===== config.mk =====
export PLATFORM = sky130hd
export DESIGN_NAME = fec_parity_insert
export DESIGN_NICKNAME = d
export VERILOG_FILES = /design/src/rtl/fec_parity_insert.sv
export SDC_FILE = /design/constraint.sdc
export NUM_CORES = 1
export LEC_CHECK = 0
export CAP_MARGIN = 10
export CORE_ASPECT_RATIO = 1.1
export CORE_MARGIN = 8
export CORE_UTILIZATION = 69
export CTS_CLUSTER_SIZE = 40
export DETAILED_ROUTE_END_ITERATION = 8
export DONT_BUFFER_PORTS = 1
export GPL_ROUTABILITY_DRIVEN = 0
export GPL_TIMING_DRIVEN = 1
export HOLD_SLACK_MARGIN = 0.1
export PLACE_DENSITY = 0.85
export SLEW_MARGIN = 20
export SYNTH_ARGS = -nofsm -noshare
export SYNTH_HDL_FRONTEND = slang
export SYNTH_SLANG_ARGS = --single-unit

===== constraint.sdc =====
create_clock -name CLK -period 5.5 [get_ports CLK]
set_input_delay 1.1 -clock CLK [delete_from_list [all_inputs] [get_ports CLK]]
set_output_delay 1.1 -clock CLK [all_outputs]
set_load 0.02 [all_outputs]

===== src/rtl/fec_parity_insert.sv =====
// FEC parity inserter: forwards 65-bit transcoded blocks and appends a 32-bit parity word after each frame.
// Optional PN-2112 output scrambler is compiled in when FEC_ENC_SCRAMBLE_EN is defined.
module fec_parity_insert #(
    parameter int          BLKS_PER_FRM = 32,
    parameter logic [31:0] PAR_POLY     = 32'h00A00805
) (
    input  logic        CLK,
    input  logic        RST,
    input  logic        ENC_EN,
    input  logic        T_BLK_ENA,
    input  logic [64:0] T_BLK,
    output logic        E_BLK_ENA,
    output logic [64:0] E_BLK,
    output logic        E_PAR_VAL,
    output logic        E_FRM_START,
    output logic        ERR_SLOT,
    output logic [15:0] ERR_CNT
);

    localparam int CNT_W = (BLKS_PER_FRM > 1) ? $clog2(BLKS_PER_FRM) : 1;
    localparam logic [CNT_W-1:0] LAST_BLK = CNT_W'(BLKS_PER_FRM - 1);

    localparam logic [1:0] S_IDLE = 2'd0;
    localparam logic [1:0] S_DATA = 2'd1;
    localparam logic [1:0] S_PAR  = 2'd2;

    logic [1:0]       r_state;
    logic [CNT_W-1:0] r_blk_cnt;
    logic [31:0]      r_par;

    logic [1:0]       w_state_nxt;
    logic             w_accept;
    logic             w_emit_par;
    logic             w_drop;
    logic             w_blk0;
    logic [64:0]      w_scr_mask;

    // Division register: the first line bit ends up as the highest-degree message term.
    function automatic logic [31:0] par_step(input logic [31:0] rem, input logic [64:0] blk);
        logic [31:0] r;
        r = rem;
        for (int i = 0; i < 65; i++) begin
            if (r[31])
                r = {r[30:0], blk[i]} ^ PAR_POLY;
            else
                r = {r[30:0], blk[i]};
        end
        return r;
    endfunction

    always_comb begin
        w_state_nxt = r_state;
        w_accept    = 1'b0;
        w_emit_par  = 1'b0;
        w_drop      = 1'b0;
        case (r_state)
            S_IDLE, S_DATA: begin
                if (T_BLK_ENA) begin
                    w_accept    = 1'b1;
                    w_state_nxt = (r_blk_cnt == LAST_BLK) ? S_PAR : S_DATA;
                end
            end
            S_PAR: begin
                // A block arriving in the parity slot is lost; the frame restarts after it.
                w_emit_par  = 1'b1;
                w_drop      = T_BLK_ENA;
                w_state_nxt = S_DATA;
            end
            default: w_state_nxt = S_IDLE;
        endcase
        if (!ENC_EN) begin
            w_state_nxt = S_IDLE;
            w_accept    = 1'b0;
            w_emit_par  = 1'b0;
            w_drop      = 1'b0;
        end
    end

    assign w_blk0 = w_accept && (r_blk_cnt == '0);

`ifdef FEC_ENC_SCRAMBLE_EN
    logic [57:0] r_scr;
    logic [57:0] w_scr_base;

    function automatic logic [64:0] scr_bits(input logic [57:0] s_in);
        logic [57:0] s;
        logic [64:0] m;
        s = s_in;
        for (int i = 0; i < 65; i++) begin
            m[i] = s[57] ^ s[38];
            s    = {s[56:0], m[i]};
        end
        return m;
    endfunction

    function automatic logic [57:0] scr_next(input logic [57:0] s_in);
        logic [57:0] s;
        s = s_in;
        for (int i = 0; i < 65; i++)
            s = {s[56:0], s[57] ^ s[38]};
        return s;
    endfunction

    assign w_scr_base = w_blk0 ? '1 : r_scr;
    assign w_scr_mask = scr_bits(w_scr_base);

    always_ff @(posedge CLK) begin
        if (RST)
            r_scr <= '1;
        else if (w_accept || w_emit_par)
            r_scr <= scr_next(w_scr_base);
    end
`else
    assign w_scr_mask = '0;
`endif

    always_ff @(posedge CLK) begin
        if (RST) begin
            r_state     <= S_IDLE;
            r_blk_cnt   <= '0;
            r_par       <= '0;
            E_BLK_ENA   <= 1'b0;
            E_BLK       <= '0;
            E_PAR_VAL   <= 1'b0;
            E_FRM_START <= 1'b0;
            ERR_SLOT    <= 1'b0;
            ERR_CNT     <= '0;
        end else begin
            r_state     <= w_state_nxt;
            E_BLK_ENA   <= w_accept || w_emit_par;
            E_PAR_VAL   <= w_emit_par;
            E_FRM_START <= w_blk0;
            ERR_SLOT    <= w_drop;
            if (w_drop && (ERR_CNT != 16'hFFFF))
                ERR_CNT <= ERR_CNT + 16'd1;

            if (w_accept)
                E_BLK <= T_BLK ^ w_scr_mask;
            else if (w_emit_par)
                E_BLK <= {33'b0, r_par} ^ w_scr_mask;
            else
                E_BLK <= '0;

            // The remainder is held through the parity slot and cleared as it is emitted.
            if (w_accept) begin
                r_par     <= par_step(r_par, T_BLK);
                r_blk_cnt <= (r_blk_cnt == LAST_BLK) ? '0 : r_blk_cnt + CNT_W'(1);
            end else if (w_emit_par || (w_state_nxt == S_IDLE)) begin
                r_par     <= '0;
                r_blk_cnt <= '0;
            end
        end
    end

endmodule


==> impl_metrics.yaml <==
floorplanning:
  io_pins: 154
  initial_core_util_pct: 70.1
  core_area_um2: 9260
  chipWidth_um: 108
  die-area_um2: 12800
  die_y_um: 118
  row_count: 37
critical_path:
  slowest_delay_ns: 0.61
  path_cells: "xnor3_1 -> xnor2_1 -> xnor3_1 -> xor3_2 -> xor3_1 -> nor3_1 -> a221o_1"
  required_ns: 5.92
  cp-startpoint: "r_par[23]$_SDFFE_PP0P_"
  critical_path.slowest_cell: "dfxtp_1"
  r2r_start: "r_par[23]$_SDFFE_PP0P_"
  r2r_cells: 7
  critPathLaunchType: "flip-flop"
  cp_common_cell: "xnor3_1"
  endpoint: "r_par[6]$_SDFFE_PP0P_"
  r2r_setup_slack_ns: 2.57
  reg2reg_to: "r_par[6]$_SDFFE_PP0P_"
  cp_max_fo: 7
  worst_setup_path_end_kind: "flip-flop"
  worstSetupPathType: "flip-flop to flip-flop"
  arrival_ns: 3.35
cells_and_area:
  design_area_um2: 7080
  multi_input_area_um2: 3840
  drive_gt1_share_pct: 7.73
  nets: 670
  diodes: 0
  register_area_um2: 2480
  fillers: 563
  synthToLayoutAreaGrowth_pct: 9.04
cts:
  cts_tree: "done"
  cts_max_level: 4
  cts-root-buf: "clkbuf_8"
  cts_resized: 0
  clock_latency_ns: 0.53
  cts.sinks: 124
  post-cts-setup-buffer-count: 0
  cts.reportedPaths.clkPinSlew_ns: 0.06
  cts_hold_buf: 0
  clockBufferDepth: 2
  cts_made_buffers: 17
route:
  post-route-drc-count: 0
  wl_mm: 16.8
  routed_via_density: 6.08
  routedWlPerCell_um: 23.2
  vias: 4410
  first_iter_violations: 360
  ant_nets: 0
  drtPass1Iterations: 5
yosys:
  synth_enable_flop_cells: 0
  yosysTopAreaCellShare_pct: 38.2
  syn_area_um2: 6490
  ys_warn_count: 0
  synth_seq_cells: 124
  synth.distinct_cells: 40
  yosys-top-cells-area: "dfxtp_1, xnor2_1, xnor3_1"
  synthCells: 612
  syn_area_per_cell_um2: 10.6
  synth_flop_cell: "dfxtp_1"
  yosysMostFrequentCell: "dfxtp_1"
  syn-num-nets: 685
  ys_top_cells_by_count: "dfxtp_1, xnor2_1, nor2_1"
  synth_area_leader_cell: "dfxtp_1"
  synthArstFlopShare_pct: 0
  yosysSeqAreaShare_pct: 38.2
power_and_ir_drop:
  design_power_total_w: 0.00569
  ir_drop_v: 0.000564
  p_leak_nw: 2.93
  powerDensity_nw_per_um2: 804
outcome:
  run_status: "complete, no violations"
timing:
  finalSetupTns_ns: 0
  fmaxAchievable_mhz: 342
  relSlewSlack_pct: 38.5
  tightest_slew_ns: 0.910
  hold_viol_final: 0
  finalSetupViolCount: 0
  grt_setup_unrepaired: "false"
  min_period_ns: 2.93
  timing.final.crit_share_pct: 53.2
  maxSlewViolCount: 0
  fin_worst_skew_ns: 0.0112
global_routing:
  antenna_found_initial: 0
  grt.total_usage_pct: 26.5
  first_global_vias: 4473
  grt_max_degree: 58
  grt_pass1_wl_mm: 25.5
  grt-ovfl-total: 0
hold_path:
  worstHoldStart: "r_blk_cnt[3]$_SDFFE_PP0P_"
  hold_class: "flip-flop to flip-flop"
place:
  placed_area_um2: 6500
  port_buffers: 0
  dp_hpwl_mm: 12.4
flow_run:
  cap_violations: 0
[report_power, final]
part	leakage [nW]	total, W	switching, W	internal (W)
clock network	0.274	0.00108	0.000377	0.000707
registers	1.01	0.00103	0.0000790	0.000952
logic	1.65	0.00358	0.00148	0.00210
[worst min-delay path by stage]
stage | to | slack (ns) | depth (start not counted)
after floorplan | E_FRM_START$_SDFF_PP0_ | 0.43 | 1
after global placement | E_FRM_START$_SDFF_PP0_ | 0.46 | 1
after detailed placement | E_FRM_START$_SDFF_PP0_ | 0.48 | 1
after CTS | E_FRM_START$_SDFF_PP0_ | 0.48 | 1
after global routing | E_FRM_START$_SDFF_PP0_ | 0.51 | 1
final | E_FRM_START$_SDFF_PP0_ | 0.49 | 1
[metrics by stage]
step	utilization (%)	hold slack [ns]	instances	worst slack, ns
finish	76.4	0.491	725	2.57
global placement	70.2	0.464	695	2.17
CTS	76.4	0.483	725	2.59
detailed placement	70.2	0.475	695	2.05
global route	76.4	0.512	725	2.49
floorplan	-	0.434	612	2.31
[cell families after synthesis]
| group | count (synthesis) | share of synthesized area [%] |
|---|---|---|
| xor+xnor | 209 | 39.0 |
| flops | 124 | 38.2 |
| buf+inv | 40 | 2.72 |
| fa+ha+maj | 4 | 0.771 |
| compound gates | 75 | 7.65 |
| simple gates | 160 | 11.6 |
[registers in the layout (all words and copies together), names as in the netlist]
signal,cells
E_BLK,65
r_par,32
ERR_CNT,16
r_blk_cnt,5
r_state,2
ERR_SLOT,1
E_BLK_ENA,1
E_FRM_START,1
E_PAR_VAL,1
[area by class of cell]
class / instances / share of cell area (%)
Clock buffer: 23 / 6.45
Clock inverter: 7 / 1.63
Tap cell: 117 / 2.07
Sequential cell: 124 / 35.1
Multi-Input combinational cell: 448 / 54.3
Inverter: 2 / 0.106
Timing Repair Buffer: 4 / 0.424
[worst max-delay path: cells and delay by family (launching register included)]
kind / cells / cell delay, ns
AOI/OAI and AO/OA: 1 / 0.27
DFF: 1 / 0.61
xor gates and xnor gates: 5 / 1.87
and+or+nand+nor: 1 / 0.06
[placed cells by master (no fill, tap or decap), types with 4 or more instances in the layout]
| cell type | netlist | layout |
|---|---|---|
| and2_1 | 37 | 37 |
| buf_4 | 1 | 4 |
| ha_1 | 4 | 4 |
| nor2_1 | 58 | 56 |
| xor3_1 | 6 | 6 |
| a22o_1 | 6 | 6 |
| clkbuf_1 | 23 | 4 |
| nand4_1 | 6 | 6 |
| xnor2_1 | 101 | 101 |
| a22oi_1 | 32 | 32 |
| nand2_1 | 39 | 39 |
| nand3_1 | 5 | 5 |
| a21oi_1 | 4 | 4 |
| o21ai_1 | 6 | 6 |
| clkbuf_16 | 0 | 16 |
| xor2_1 | 56 | 56 |
| dfxtp_1 | 124 | 124 |
| xnor3_2 | 5 | 5 |
| o21ai_0 | 22 | 22 |
| xnor3_1 | 32 | 32 |
[metal layers]
| metal | vias up | track usage, % | part of all wire (%) |
|---|---|---|---|
| met5 | - | 0 | 0 |
| met4 | 0 | 14.7 | 4.1 |
| met3 | 53 | 8.00 | 11 |
| met2 | 245 | 41.8 | 48 |
| met1 | 2121 | 31.2 | 37 |
| li1 | 1991 | - | - |
(Power assumes the default switching activity.)
